<file path="config.mk">
export PLATFORM = sky130hd
export DESIGN_NAME = color_batch_scheduler_flat
export DESIGN_NICKNAME = d
export VERILOG_FILES = /design/src/rtl/color_batch_scheduler_if.sv /design/src/rtl/color_batch_scheduler.sv /design/src/flat_wrapper.sv
export SDC_FILE = /design/constraint.sdc
export NUM_CORES = 1
export LEC_CHECK = 0
export CAP_MARGIN = 0
export CORE_ASPECT_RATIO = 1.75
export CORE_MARGIN = 2
export CORE_UTILIZATION = 35
export CTS_CLUSTER_SIZE = 16
export DETAILED_ROUTE_END_ITERATION = 16
export PLACE_DENSITY = 0.62
export SKIP_CTS_REPAIR_TIMING = 1
export SLEW_MARGIN = 30
export SYNTH_ARGS = -nofsm -noshare
export SYNTH_HDL_FRONTEND = slang
export SYNTH_SLANG_ARGS = --single-unit
</file>
<file path="constraint.sdc">
create_clock -name I_rgb_clk -period 3.42 [get_ports I_rgb_clk]
set_input_delay 1.026 -clock I_rgb_clk [delete_from_list [all_inputs] [get_ports I_rgb_clk]]
set_output_delay 1.026 -clock I_rgb_clk [all_outputs]
set_load 0.1 [all_outputs]
</file>
<file path="src/rtl/color_batch_scheduler_if.sv">
// Transmit-side valid/ready handshake between the colour batch scheduler
// and the downstream SPI matrix transmitter.
interface color_batch_scheduler_if #(
    parameter int BATCH_SIZE = 8,
    parameter int NUM_CH     = 3
);
    localparam int DW = 8 * BATCH_SIZE;
    localparam int CW = $clog2(NUM_CH);

    logic          O_tx_valid;
    logic [DW-1:0] O_tx_data;
    logic [CW-1:0] O_tx_channel;
    logic          I_tx_ready;

    modport master (
        output O_tx_valid,
        output O_tx_data,
        output O_tx_channel,
        input  I_tx_ready
    );

    modport slave (
        input  O_tx_valid,
        input  O_tx_data,
        input  O_tx_channel,
        output I_tx_ready
    );
endinterface

</file>
<file path="src/rtl/color_batch_scheduler.sv">
// Captures per-channel colour batches and arbitrates them onto one tx port.
// COLOR_BATCH_SCHED_STRICT_ORDER_EN selects strict 0,1,..,NUM_CH-1 ordering.
module color_batch_scheduler #(
    parameter int BATCH_SIZE = 8,
    parameter int NUM_CH     = 3
) (
    input  logic                         I_rgb_clk,
    input  logic                         I_rst,
    input  logic [NUM_CH-1:0]            I_batch_ready,
    input  logic [NUM_CH*8*BATCH_SIZE-1:0] I_batch_color,
    input  logic                         I_clear_overflow,
    output logic [NUM_CH-1:0]            O_overflow,
    color_batch_scheduler_if.master      tx
);
    localparam int DW = 8 * BATCH_SIZE;
    localparam int CW = $clog2(NUM_CH);

    localparam logic [0:0] IDLE = 1'b0;
    localparam logic [0:0] SEND = 1'b1;

    logic [0:0]        state_q, state_d;
    logic [NUM_CH-1:0] pend_q, pend_d;
    logic [NUM_CH-1:0] ovf_q, ovf_d;
    logic [DW-1:0]     data_q, data_d;
    logic [CW-1:0]     ch_q, ch_d;
    logic [DW-1:0]     hold_q [NUM_CH];

    logic [CW-1:0]     sel;
    logic              found;
    logic              load;
    logic              grant;
    logic [NUM_CH-1:0] gnt_vec;

`ifdef COLOR_BATCH_SCHED_STRICT_ORDER_EN
    logic [CW-1:0] exp_q, exp_d;

    always_comb begin
        sel   = exp_q;
        found = pend_q[exp_q];
    end

    always_comb begin
        exp_d = exp_q;
        if (grant)
            exp_d = (exp_q == CW'(NUM_CH - 1)) ? '0 : exp_q + CW'(1);
    end
`else
    logic [CW-1:0] last_q, last_d;
    logic [CW-1:0] idx;

    // First pending channel after the last grant, wrapping modulo NUM_CH.
    always_comb begin
        sel   = '0;
        found = 1'b0;
        idx   = '0;
        for (int i = 1; i <= NUM_CH; i++) begin
            idx = CW'((int'(last_q) + i) % NUM_CH);
            if (!found && pend_q[idx]) begin
                found = 1'b1;
                sel   = idx;
            end
        end
    end

    assign last_d = grant ? sel : last_q;
`endif

    assign load    = (state_q == IDLE) || tx.I_tx_ready;
    assign grant   = load && found;
    assign gnt_vec = grant ? (NUM_CH'(1) << sel) : '0;

    // A same-edge grant frees the slot, so a recapture is not an overrun.
    assign pend_d = I_batch_ready | (pend_q & ~gnt_vec);
    assign ovf_d  = I_clear_overflow ? '0
                  : ovf_q | (I_batch_ready & pend_q & ~gnt_vec);

    always_comb begin
        state_d = state_q;
        data_d  = data_q;
        ch_d    = ch_q;
        if (grant) begin
            state_d = SEND;
            data_d  = hold_q[sel];
            ch_d    = sel;
        end else if (load) begin
            state_d = IDLE;
        end
    end

    always_ff @(posedge I_rgb_clk) begin
        for (int c = 0; c < NUM_CH; c++)
            if (I_batch_ready[c])
                hold_q[c] <= I_batch_color[c*DW +: DW];
    end

    always_ff @(posedge I_rgb_clk or posedge I_rst) begin
        if (I_rst) begin
            state_q <= IDLE;
            pend_q  <= '0;
            ovf_q   <= '0;
            data_q  <= '0;
            ch_q    <= '0;
`ifdef COLOR_BATCH_SCHED_STRICT_ORDER_EN
            exp_q   <= '0;
`else
            last_q  <= CW'(NUM_CH - 1);
`endif
        end else begin
            state_q <= state_d;
            pend_q  <= pend_d;
            ovf_q   <= ovf_d;
            data_q  <= data_d;
            ch_q    <= ch_d;
`ifdef COLOR_BATCH_SCHED_STRICT_ORDER_EN
            exp_q   <= exp_d;
`else
            last_q  <= last_d;
`endif
        end
    end

    assign tx.O_tx_valid   = (state_q == SEND);
    assign tx.O_tx_data    = data_q;
    assign tx.O_tx_channel = ch_q;
    assign O_overflow      = ovf_q;
endmodule

</file>
<file path="src/flat_wrapper.sv">
// flat-port wrapper written by rule: the top's interface ports become plain ports
module color_batch_scheduler_flat 
#(
    parameter int BATCH_SIZE = 8,
    parameter int NUM_CH     = 3
)
  (I_rgb_clk, I_rst, I_batch_ready, I_batch_color, I_clear_overflow, O_overflow, tx_O_tx_valid, tx_O_tx_data, tx_O_tx_channel, tx_I_tx_ready);
  color_batch_scheduler_if #(.BATCH_SIZE(BATCH_SIZE), .NUM_CH(NUM_CH)) tx_i ();
  input  logic I_rgb_clk;
  input  logic I_rst;
  input  logic [NUM_CH-1:0] I_batch_ready;
  input  logic [NUM_CH*8*BATCH_SIZE-1:0] I_batch_color;
  input  logic I_clear_overflow;
  output logic [NUM_CH-1:0] O_overflow;
  output wire logic [$bits(tx_i.O_tx_valid)-1:0] tx_O_tx_valid;
  output wire logic [$bits(tx_i.O_tx_data)-1:0] tx_O_tx_data;
  output wire logic [$bits(tx_i.O_tx_channel)-1:0] tx_O_tx_channel;
  input wire logic [$bits(tx_i.I_tx_ready)-1:0] tx_I_tx_ready;
  assign tx_O_tx_valid = tx_i.O_tx_valid;
  assign tx_O_tx_data = tx_i.O_tx_data;
  assign tx_O_tx_channel = tx_i.O_tx_channel;
  assign tx_i.I_tx_ready = tx_I_tx_ready;
  color_batch_scheduler #(.BATCH_SIZE(BATCH_SIZE), .NUM_CH(NUM_CH)) u_core (.I_rgb_clk(I_rgb_clk), .I_rst(I_rst), .I_batch_ready(I_batch_ready), .I_batch_color(I_batch_color), .I_clear_overflow(I_clear_overflow), .O_overflow(O_overflow), .tx(tx_i));
endmodule
</file>
; Word-level counts from Yosys, hierarchy flattened
; Memory sizes are Yosys's and may differ from the RTL's. A register that Yosys moved wholly into a read port is not among the register bits.
; Index checks and enable logic that the tools add are counted.
[classes]
n_shift = 1
addsub = 3
bitwise = 7
order_cmp = 3
div = 3
muxes = 22
reduce_logical = 7
[op_table]
columns = operator, count
row1 = 32-bit by 3-bit remainder unit with 32-bit output (second input constant), 3
row2 = 1-bit two-way mux, 14
row3 = 3-bit bitwise AND, 3
row4 = 2-bit by 3-bit less-than comparator with 1-bit output (second input constant), 3
row5 = 2-bit by 2-bit adder with 3-bit output (second input constant), 2
row6 = 1-bit binary-select mux with 2-bit select, 3
row7 = 2-bit two-way mux, 3
row8 = 3-bit two-way mux, 2
row9 = 3-bit bitwise OR, 2
row10 = 2-bit by 1-bit adder with 3-bit output (second input constant), 1
row11 = 1-bit logical AND, 3
row12 = 3-bit inverter, 1
row13 = 1-bit by 2-bit left shift with 3-bit output (first input constant), 1
row14 = 1-bit zero test, 2
row15 = 2-bit nonzero test, 1
row16 = 1-bit logical OR, 1
row17 = 1-bit inverter, 1
[totals]
mem_count = 1
inputBits = 199
wordCells = 52
ram_bits = 192
output_inout_bits = 70
register_bits = 11
[memory_table]
columns = name, words, width, read_ports, rd_ports_with_merged_regs, write_ports, line
row1 = u_core.hold_q, 3, 64, 1, 1, 3, color_batch_scheduler.sv:26  ; logic [DW-1:0] hold_q [NUM_CH];

; Logic depth before layout (Yosys ltp)
; Gate-level depths: netlist of the first run.
[logic_depth]
word_depth = 17
mapped_depth = 12

; Worst setup path before layout of the first run
; No wires, ideal clock.
[synth_path]
path_kind = register -> register
start = reg u_core.last_q[1]
end = reg u_core.ovf_q[0] (netlist: u_core.O_overflow[0])
period_less_slack_ns = 2.457
setup_ns = 0.122
n_path_buf = 2
arrival_time_ns = 2.335
stages_incl_launch_ff = 11
path_slack_ns = 0.963
required_ns = 3.298
path_cell_list = dfstp_2 -> inv_1 -> ha_1 -> buf_6 -> nand2b_1 -> a21oi_1 -> nor4_2 -> or3_1 -> buf_2 -> or3_1 -> a22o_1
[synth_between]
elab_chain_len = 17
word_cells_on_any_way = 29
classes_between = add/sub: 3 / div: 3 / shift: 1 / mux: 14 / bitwise: 3 / reduce/logical: 5
[synth_lines]
columns = item, line
row1 = start: declaration, color_batch_scheduler.sv:48  ; logic [CW-1:0] last_q, last_d;
row2 = start signal: assignment, color_batch_scheduler.sv:106  ; last_q <= CW'(NUM_CH - 1);
row3 = start signal: assignment, color_batch_scheduler.sv:117  ; last_q <= last_d;
row4 = 2-bit by 1-bit adder with 3-bit output, color_batch_scheduler.sv:57  ; idx = CW'((int'(last_q) + i) % NUM_CH);
row5 = 32-bit by 3-bit remainder unit with 32-bit output, color_batch_scheduler.sv:57
row6 = 1-bit binary-select mux with 2-bit select, color_batch_scheduler.sv:58  ; if (!found && pend_q[idx]) begin
row7 = 1-bit two-way mux (implied by the code), color_batch_scheduler.sv:58
row8 = 1-bit two-way mux, color_batch_scheduler.sv:58
row9 = 1-bit zero test, color_batch_scheduler.sv:58
row10 = 1-bit logical AND, color_batch_scheduler.sv:58
row11 = 1-bit two-way mux, color_batch_scheduler.sv:58
row12 = [2 not listed], --
row13 = 2-bit two-way mux / 1-bit two-way mux (equally long branches), color_batch_scheduler.sv:58
row14 = 1-bit by 2-bit left shift with 3-bit output / 1-bit logical AND (equally long branches), "color_batch_scheduler.sv:70, color_batch_scheduler.sv:69"
row15 = 3-bit two-way mux (*), color_batch_scheduler.sv:70  ; assign gnt_vec = grant ? (NUM_CH'(1) << sel) : '0;
row16 = 3-bit inverter (*), color_batch_scheduler.sv:75  ; : ovf_q | (I_batch_ready & pend_q & ~gnt_vec);
row17 = 3-bit bitwise AND (*), color_batch_scheduler.sv:75
row18 = 3-bit bitwise OR (*), color_batch_scheduler.sv:75
row19 = 3-bit two-way mux (*), color_batch_scheduler.sv:74  ; assign ovf_d = I_clear_overflow ? '0
row20 = net u_core.ovf_d[0], color_batch_scheduler.sv:23  ; logic [NUM_CH-1:0] ovf_q, ovf_d;
row21 = end signal: assignment, color_batch_scheduler.sv:111  ; ovf_q <= ovf_d;
row22 = end: declaration, color_batch_scheduler.sv:23
; The timed path passes the listed nets; every way through them passes the cells marked *. The select of a mux whose other input is x is not followed.
; A chain may end at the register's enable or synchronous reset.

; Final worst setup path of the first run
[layout_path]
start = reg u_core.last_q[0]
end = reg u_core.ovf_q[2] (netlist: u_core.O_overflow[2])
; The elaborated chain is that of the path after synthesis.

==> qor.csv, run 1 <==
stage,metric,value,unit
clocking,CTS clock-pin slew for the worst setup and hold paths,0.07,ns
finish,"Area growth, synth to finish",37.9,%
timing,fin worst setup slack,0.610,ns
die,core area,27900,µm²
setup_path,reg2reg path depth,9,
timing,# setup viols final,0,
routing,drt pass-1 iters,4,
run_status,outcome,finished clean,
setup_path,"Req. time, crit path",3.89,ns
global_route,vias in the first global route,6516,
logic_synthesis,synth warn,0,
finish,FILL cells,2420,
routing,WL per Instance,20.5,µm
setup_path,Worst EP arrival,3.28,ns
finish,"commonest non-fill, non-tap cell in the layout",clkdlybuf4s50_1,
routing,overall routed net length,26400,µm
timing,WHS,0.488,ns
finish,multi-input combinational cell area,2070,µm²
global_route,largest net degree at the start of global routing,45,
logic_synthesis,sequential area share after synthesis,0.769,
die,Placement Rows,81,
routing,DRC viols,0,
timing,Slew Limit Fails,0,
setup_path,critical path's slowest cell,a21o_4,
finish,register area,7620,µm²
global_route,GRT Resource Usage Total,0.174,
finish,fraction of layout cells with a size suffix above 1,0.149,
setup_path,CP Launch Point,u_core.last_q[0],
finish,fin nets,1095,
logic_synthesis,share of the synthesized area in the top cell type,0.582,
timing,worst-margin pin slew,0.615,ns
routing,via/cell ratio,4.78,
timing,slew margin rel.,0.590,
place,DP HPWL,18400,µm
logic_synthesis,largest family of logic cells by synthesized area,compound AO/OA/AOI/OAI gates,
logic_synthesis,Compound-Gate Fraction of Synth Area,0.0712,
setup_path,R2R Path End,u_core.O_overflow[2],
clocking,H-tree level count,1,
setup_path,CP endpoint kind,flip-flop,
routing,First DRT Iteration DRCs,292,
place,Final Wtd Congestion,0.823,
logic_synthesis,post-synthesis adder-cell area fraction,0.00505,
routing,detailed-route via count,6140,
die,Starting Density,0.356,
logic_synthesis,Syn Inst Count,621,
setup_path,critical-path maximum fanout,44,
setup_path,crit-path max cell delay,0.50,ns
logic_synthesis,area of the mapped netlist,9910,µm²
global_route,GRT overflow,0,
timing,min Tclk post-route,2.81,ns
logic_synthesis,synthesized area per cell,16.0,µm²
logic_synthesis,Yosys cell types,31,
setup_path,Reg2Reg Launch Point,u_core.last_q[0],
timing,clock skew,0.0119,ns
timing,Final Hold Viols,0,
die,Die Wd,131,µm
clocking,worst-skew pair later-pin latency,0.53,ns
place,buffers added on ports,268,
die,Die H,227,µm
setup_path,CP bufs+invs,2,
setup_path,Worst setup endpoint,u_core.O_overflow[2],
setup_path,instance count on the critical path,9,
clocking,CTS tree,done,
setup_path,Worst Setup Start Kind,flip-flop,
clocking,Num CTS Buffers,24,
timing,post-route setup TNS,0,ns
logic_synthesis,"area leader, netlist",edfxtp_1,
timing,Highest Clock Rate,0.356,GHz
routing,DRT antenna net count,0,
die,Die ar.,29700,µm²
timing,fin crit share,0.821,
min_path,worst min path class,flip-flop to flip-flop,
place,pre-CTS WS,0.631,ns
die,I/O pin count,269,
setup_path,"CP delay by family, top",compound AO/OA/AOI/OAI gates,
clocking,clk buf depth,3,
global_route,first-pass GRT wire length,38800,µm
logic_synthesis,Post-Syn Nets,824,
logic_synthesis,Yosys reg bits,266,
logic_synthesis,top post-synthesis cells by area,"edfxtp_1, dfrtp_1, mux2i_1",
timing,RSZ-0062 raised after global routing,false,
job,max-cap viol count,0,
clocking,CTS Root Cell,clkbuf_16,
clocking,Sinks on Clock Net,266,
global_route,initial antenna violation count,2,
finish,most frequent cells in the layout,"clkdlybuf4s50_1, edfxtp_1, nand2_1, buf_4, dfrtp_1",
setup_path,FF-to-FF setup slack,0.61,ns
setup_path,critical path class,flip-flop to flip-flop,
logic_synthesis,Synth Area in Simple Gates,0.0648,
logic_synthesis,multiplexer area fraction after synthesis,0.0657,
setup_path,crit path cell chain,inv_1 -> ha_1 -> mux2i_1 -> o22ai_2 -> nor4_2 -> a21o_4 -> buf_12 -> nand3b_1 -> a22o_1,
logic_synthesis,Post-Synth XOR/XNOR Area,0,
==> worst min-delay path by stage <==
stage / start / end / slack [ns] / depth (start not counted)
after global routing: u_core.tx.O_tx_data[43] / u_core.tx.O_tx_data[43] / 0.51 / 2
after CTS: u_core.tx.O_tx_data[10] / u_core.tx.O_tx_data[10] / 0.49 / 2
after floorplan: u_core.last_q[1] / u_core.last_q[1] / 0.50 / 2
final: u_core.tx.O_tx_data[57] / u_core.tx.O_tx_data[57] / 0.49 / 2
after detailed placement: u_core.tx.O_tx_data[10] / u_core.tx.O_tx_data[10] / 0.47 / 2
after global placement: u_core.tx.O_tx_data[16] / u_core.tx.O_tx_data[16] / 0.47 / 2
==> routing by layer <==
metal | part of all wire | up-vias | global-route usage
met5 | 0 | - | 0
met4 | 0.034 | 0 | 0.0740
met3 | 0.043 | 42 | 0.0248
met2 | 0.57 | 193 | 0.344
met1 | 0.35 | 3017 | 0.182
li1 | - | 2888 | -
==> stage by stage <==
step,utilization,std cells,area (µm²)
global placement,0.462,1239,12900
CTS,0.490,1283,13700
detailed placement,0.462,1239,12900
floorplan,-,621,9910
global route,0.490,1285,13700
finish,0.490,1285,13700
==> synthesized netlist by cell type, drive strengths merged <==
cell type,n
edfxtp,192
nand2,135
dfrtp,73
mux2i,65
o221ai,64
buf,26
clkbuf,14
inv,8
a21oi,6
a21o,5
nand3b,5
ha,4
a21boi,2
a22o,2
and3,2
nand2b,2
nor3,2
o21ai,2
or3,2
a31oi,1
dfstp,1
nor2,1
nor2b,1
nor3b,1
nor4,1
o211ai,1
o22ai,1
o31a,1
or3b,1
==> cells by family (layout without fill, tap and decap cells) <==
kind of cell               after synthesis  after routing
muxes                                   65             65
buffers and inverters                   48            337
DFF                                    266            266
AOI/OAI and AO/OA                       85             85
other                                    0              2
and+or+nand+nor                        153            153
adders and majority gates                4              4
==> sequential cells by signal, indices dropped and copies added, names as in the netlist <==
| register | flops |
|---|---|
| u_core.O_overflow | 3 |
| u_core.hold_q | 192 |
| u_core.last_q | 2 |
| u_core.pend_q | 3 |
| u_core.tx.O_tx_channel | 1 |
| u_core.tx.O_tx_data | 64 |
| u_core.tx.O_tx_valid | 1 |
==> worst min-delay path: stages, from the launching register on <==
cell      delay [ns]
dfrtp_1         0.34
nand2_1         0.05
o221ai_1        0.06
==> cell type report <==
cell class | instances | share of cell area
Antenna cell | 2 | 0.000366
Clock buffer | 31 | 0.0496
Clock inverter | 13 | 0.00641
Inverter | 8 | 0.00229
Multi-Input combinational cell | 307 | 0.152
Sequential cell | 266 | 0.558
Tap cell | 373 | 0.0342
Timing Repair Buffer | 285 | 0.198
Power of run 1 is not shown: default switching activity piles up to over one toggle a cycle in this logic, so the estimate is an artifact.
==> run 2: changes to the inputs <==
==> constraint.sdc (replaced) <==
create_clock -name I_rgb_clk -period 2.7 [get_ports I_rgb_clk]
set_input_delay 0.81 -clock I_rgb_clk [delete_from_list [all_inputs] [get_ports I_rgb_clk]]
set_output_delay 0.81 -clock I_rgb_clk [all_outputs]
set_load 0.1 [all_outputs]
==> run 2 against run 1 <==
  * Final area is 1.8% higher
  * Largest cell class unchanged
  * Core utilization rose by 0.88 points
  * Worst setup slack got worse by 0.47 ns
  * Maximum frequency up 9.7%
  * Clock-buffer cell count is 7 higher
  * Via count rose by 2.8%
  * Sequential cell count stayed put
  * Die area stayed put
  * First-iteration DRC count fell by 1.0%
  * Clock skew is 0.0031 ns lower
==> qor.csv, run 2 (synthesized netlist as in run 1, its figures left out) <==
stage,metric,value,unit,change
run_status,outcome,finished clean,,
die,Die Wd,131,µm,unchanged
die,Placement Rows,81,,unchanged
setup_path,Worst Setup Start Kind,flip-flop,,
place,buffers added on ports,268,,unchanged
finish,"commonest non-fill, non-tap cell in the layout",clkdlybuf4s50_1,,
die,core area,27900,µm²,unchanged
routing,detailed-route via count,6309,,+2.8%
clocking,worst-skew pair later-pin latency,0.54,ns,about the same
finish,multi-input combinational cell area,2100,µm²,+1.1%
global_route,GRT overflow,0,,unchanged
setup_path,CP endpoint kind,flip-flop,,
finish,fraction of layout cells with a size suffix above 1,0.162,,+0.0127
routing,DRC viols,0,,unchanged
timing,min Tclk post-route,2.56,ns,-0.247 ns
finish,max FFs per register,192,,unchanged
routing,WL per Instance,21.3,µm,+3.6%
setup_path,critical-path maximum fanout,3,,-93%
global_route,GRT Resource Usage Total,0.182,,+0.00854
routing,drt pass-1 iters,4,,unchanged
clocking,CTS tree,done,,
timing,slew margin rel.,0.654,,+0.0641
clocking,H-tree level count,1,,unchanged
routing,overall routed net length,27700,µm,+5.0%
die,Die H,227,µm,unchanged
place,dpl cells,1247,,+0.65%
finish,most frequent cells in the layout,"clkdlybuf4s50_1, edfxtp_1, nand2_1, buf_4, dfrtp_1",,
die,Starting Density,0.356,,unchanged
finish,"Area growth, synth to finish",40.3,%,
place,Final Wtd Congestion,0.814,,-1.2%
timing,WHS,0.487,ns,-0.000312 ns
clocking,CTS clock-pin slew for the worst setup and hold paths,0.07,ns,about the same
die,I/O pin count,269,,unchanged
timing,Highest Clock Rate,0.390,GHz,+9.7%
finish,register area,7620,µm²,unchanged
clocking,Num CTS Buffers,26,,+8.3%
timing,Final Hold Viols,0,,unchanged
finish,Top reg by flops,u_core.hold_q,,
min_path,worst min path class,flip-flop to flip-flop,,
timing,clock skew,0.00882,ns,-0.00310 ns
global_route,vias in the first global route,6680,,+2.5%
timing,worst-margin pin slew,0.519,ns,-0.0961 ns
timing,fin crit share,0.949,,+0.127
job,max-cap viol count,0,,unchanged
global_route,first-pass GRT wire length,40200,µm,+3.5%
routing,via/cell ratio,4.85,,+1.4%
place,DP HPWL,19000,µm,+3.0%
setup_path,critical path class,flip-flop to flip-flop,,
finish,post-route insts no fill,1302,,+1.3%
routing,DRT antenna net count,0,,unchanged
finish,FILL cells,2401,,-0.79%
timing,# setup viols final,0,,unchanged
setup_path,"Req. time, crit path",3.13,ns,-0.76 ns
global_route,largest net degree at the start of global routing,75,,+67%
clocking,CTS Root Cell,clkbuf_16,,
finish,fin nets,1108,,+1.2%
clocking,Sinks on Clock Net,266,,unchanged
die,Die ar.,29700,µm²,unchanged
global_route,initial antenna violation count,4,,+2
setup_path,Worst EP arrival,2.99,ns,-0.29 ns
routing,First DRT Iteration DRCs,289,,-1.0%
timing,Slew Limit Fails,0,,unchanged
timing,post-route setup TNS,0,ns,unchanged
clocking,clk buf depth,3,,unchanged
==> run 2: cell types whose count changed in the layout (fill, tap and decap cells not counted), moves of 2 or more <==
cell        change
buf_12          +4
buf_4           +3
buf_8           +2
clkbuf_1        +5
clkbuf_16       +3
clkinv_1        -2
clkinv_2        -3
clkinvlp_4      +2
diode_2         +2
==> run 2: layer usage <==
metal / vias up / wire length (µm) / GRT usage
met5: - / 0 / 0
met2: 201 / 15900 / 0.355
li1: 2923 / - / -
met4: 0 / 1370 / 0.106
met3: 63 / 1200 / 0.0257
met1: 3122 / 9250 / 0.184
==> run 2: area by class of cell <==
cell class / count / share of cell area
Sequential cell: 266 / 0.548
Antenna cell: 4 / 0.000720
Tap cell: 373 / 0.0336
Clock inverter: 10 / 0.00477
Clock buffer: 38 / 0.0537
Timing Repair Buffer: 296 / 0.206
Inverter: 8 / 0.00225
Multi-Input combinational cell: 307 / 0.151
==> run 2: worst max-delay path, cell delays in order (launching register included) <==
cell	delay (ns)
dfstp_2	0.56
inv_1	0.08
ha_1	0.24
nand2b_1	0.19
a21oi_1	0.22
nor4_2	0.07
or3_2	0.51
or3_1	0.39
a22o_1	0.19
==> run 2: worst paths after layout <==
check	from	endpoint	slack (ns)	depth (start not counted)
max	u_core.last_q[1]	u_core.O_overflow[0]	0.14	8
min	u_core.tx.O_tx_data[41]	u_core.tx.O_tx_data[41]	0.49	2
max reg2reg	u_core.last_q[1]	u_core.O_overflow[0]	0.14	8
min reg2reg	u_core.tx.O_tx_data[41]	u_core.tx.O_tx_data[41]	0.49	2
max in group asynchronous	I_rst	u_core.last_q[1]	1.60	3
min in group asynchronous	I_rst	u_core.tx.O_tx_data[23]	0.70	3
==> run 2: per-stage QoR <==
step | setup slack, ns | utilization | area (µm²)
after floorplan | 0.0100 | - | 9910
after global placement | 0.144 | 0.466 | 13000
after detailed placement | 0.0647 | 0.466 | 13000
after CTS | 0.0330 | 0.495 | 13800
after global routing | -0.00228 | 0.499 | 13900
final | 0.138 | 0.499 | 13900
Power of run 2 is left out for the same reason.
==> run 3: changes to the inputs <==
--- a/config.mk
+++ b/config.mk
@@ -5,10 +5,10 @@
 export SDC_FILE = /design/constraint.sdc
 export NUM_CORES = 1
 export LEC_CHECK = 0
-export CAP_MARGIN = 0
 export CORE_ASPECT_RATIO = 1.75
 export CORE_MARGIN = 2
 export CORE_UTILIZATION = 35
+export CTS_CLUSTER_DIAMETER = 120
 export CTS_CLUSTER_SIZE = 16
 export DETAILED_ROUTE_END_ITERATION = 16
 export PLACE_DENSITY = 0.62
==> run 3 against run 2 <==
  * Sequential share of layout area rose by 0.88 points
  * Critical endpoint unchanged
  * Via count fell by 0.76%
  * Non-clock buffer count did not move
  * Register-to-register slack barely moved
==> qor.csv, run 3 (synthesized netlist as in run 1, its figures left out) <==
stage,metric,value,unit,change
place,Area after DPL,13000,µm²,unchanged
job,max-cap viol count,0,,unchanged
die,Starting Density,0.356,,unchanged
clocking,worst-skew pair later-pin latency,0.52,ns,-0.02 ns
die,I/O pin count,269,,unchanged
die,Die H,227,µm,unchanged
global_route,largest net degree at the start of global routing,75,,unchanged
finish,"commonest non-fill, non-tap cell in the layout",clkdlybuf4s50_1,,
finish,FILL cells,2437,,+1.5%
clocking,CTS clock-pin slew for the worst setup and hold paths,0.08,ns,about the same
timing,Final Hold Viols,0,,unchanged
routing,overall routed net length,27600,µm,-0.33%
setup_path,FF-to-FF setup slack,0.12,ns,about the same
global_route,initial antenna violation count,5,,+1
place,DP HPWL,19000,µm,unchanged
routing,via/cell ratio,4.85,,about the same
clocking,Num CTS Buffers,20,,-23%
timing,Slew Limit Fails,0,,unchanged
place,buffers added on ports,268,,unchanged
finish,"Area growth, synth to finish",38.1,%,
die,Die Wd,131,µm,unchanged
finish,design area,13700,µm²,-1.6%
clocking,CTS Root Cell,clkbuf_16,,
finish,most frequent cells in the layout,"clkdlybuf4s50_1, edfxtp_1, nand2_1, buf_4, dfrtp_1",,
clocking,clk buf depth,3,,unchanged
routing,detailed-route via count,6261,,-0.76%
clocking,Sinks on Clock Net,266,,unchanged
setup_path,reg2reg path depth,8,,unchanged
setup_path,R2R Path End,u_core.O_overflow[0],,
setup_path,Worst setup endpoint,u_core.O_overflow[0],,
global_route,GRT Resource Usage Total,0.182,,-0.000861
timing,slew margin rel.,0.676,,+0.0220
timing,clock skew,0.0182,ns,+0.00937 ns
finish,register area,7620,µm²,unchanged
clocking,H-tree level count,1,,unchanged
setup_path,critical-path maximum fanout,3,,unchanged
die,Placement Rows,81,,unchanged
global_route,first-pass GRT wire length,40000,µm,-0.38%
routing,First DRT Iteration DRCs,231,,-20%
finish,fraction of layout cells with a size suffix above 1,0.148,,-0.0143
timing,Highest Clock Rate,0.388,GHz,-0.55%
setup_path,Worst Setup Start Kind,flip-flop,,
finish,multi-input combinational cell area,2100,µm²,unchanged
setup_path,CP endpoint kind,flip-flop,,
timing,min Tclk post-route,2.58,ns,+0.0141 ns
min_path,hold path depth,2,,unchanged
run_status,outcome,finished clean,,
global_route,GRT overflow,0,,unchanged
die,core area,27900,µm²,unchanged
timing,RSZ-0062 raised after global routing,false,,
place,Final Wtd Congestion,0.814,,unchanged
setup_path,CP Launch Point,u_core.last_q[1],,
clocking,CTS tree,done,,
setup_path,Reg2Reg Launch Point,u_core.last_q[1],,
timing,worst-margin pin slew,0.486,ns,-0.0330 ns
routing,drt pass-1 iters,4,,unchanged
setup_path,Worst EP arrival,2.99,ns,about the same
routing,DRT antenna net count,0,,unchanged
finish,max FFs per register,192,,unchanged
min_path,worst min path class,flip-flop to flip-flop,,
timing,fin crit share,0.954,,+0.00524
timing,# setup viols final,0,,unchanged
finish,Top reg by flops,u_core.hold_q,,
routing,DRC viols,0,,unchanged
die,Die ar.,29700,µm²,unchanged
finish,fin nets,1102,,-0.54%
timing,post-route setup TNS,0,ns,unchanged
setup_path,critical path class,flip-flop to flip-flop,,
setup_path,"Req. time, crit path",3.11,ns,-0.02 ns
global_route,vias in the first global route,6665,,-0.22%
routing,WL per Instance,21.4,µm,+0.52%
[run 3: cell types whose count changed in the layout (fill, tap and decap cells not counted)]
cell        delta
clkinv_1       -3
clkinvlp_4     -2
diode_2        +1
clkinv_8       -1
buf_4          -1
buf_6          +1
clkbuf_16      -6
clkinv_2       -3
clkbuf_8       -3
clkinv_4       +1
inv_6          -1
clkbuf_1       +6
[run 3: worst max-delay path: stages, from the launching register on]
cell	delay, ns
dfstp_2	0.57
inv_1	0.08
ha_1	0.24
nand2b_1	0.19
a21oi_1	0.22
nor4_2	0.07
or3_2	0.52
or3_1	0.39
a22o_1	0.19
[run 3: metrics by stage]
stage / hold WS [ns] / std cells / setup slack (ns) / util
2_1_floorplan: 0.498 / 621 / 0.0100 / -
3_3_place_gp: 0.470 / 1247 / 0.144 / 0.466
3_5_place_dp: 0.476 / 1247 / 0.0647 / 0.466
4_1_cts: 0.493 / 1283 / 0.0340 / 0.487
5_1_grt: 0.524 / 1291 / 0.00276 / 0.491
6_report: 0.490 / 1291 / 0.124 / 0.491
[run 3: cell type report]
cell class	count	area share
repair buffers	296	0.210
multi-input cells	307	0.153
clock inverters	1	0.000640
flip-flops and latches	266	0.557
diodes	5	0.000914
clock buffers	35	0.0422
well taps	373	0.0341
inverters	8	0.00229
[run 3: worst min path at each step]
stage                                        from                       to  slack (ns)
after detailed placement  u_core.tx.O_tx_data[41]  u_core.tx.O_tx_data[41]        0.48
after floorplan                  u_core.last_q[1]         u_core.last_q[1]        0.50
after global routing      u_core.tx.O_tx_data[50]  u_core.tx.O_tx_data[50]        0.52
after global placement    u_core.tx.O_tx_data[14]  u_core.tx.O_tx_data[14]        0.47
after CTS                 u_core.tx.O_tx_data[41]  u_core.tx.O_tx_data[41]        0.49
final                     u_core.tx.O_tx_data[41]  u_core.tx.O_tx_data[41]        0.49
[run 3: layer usage]
layer	global-route usage	vias up	wire, µm	part of all wire
li1	-	2899	-	-
met1	0.185	3082	9220	0.33
met2	0.352	221	15700	0.57
met3	0.0275	59	1480	0.054
met4	0.101	0	1230	0.045
met5	0	-	0	0
Power of run 3 is left out for the same reason.
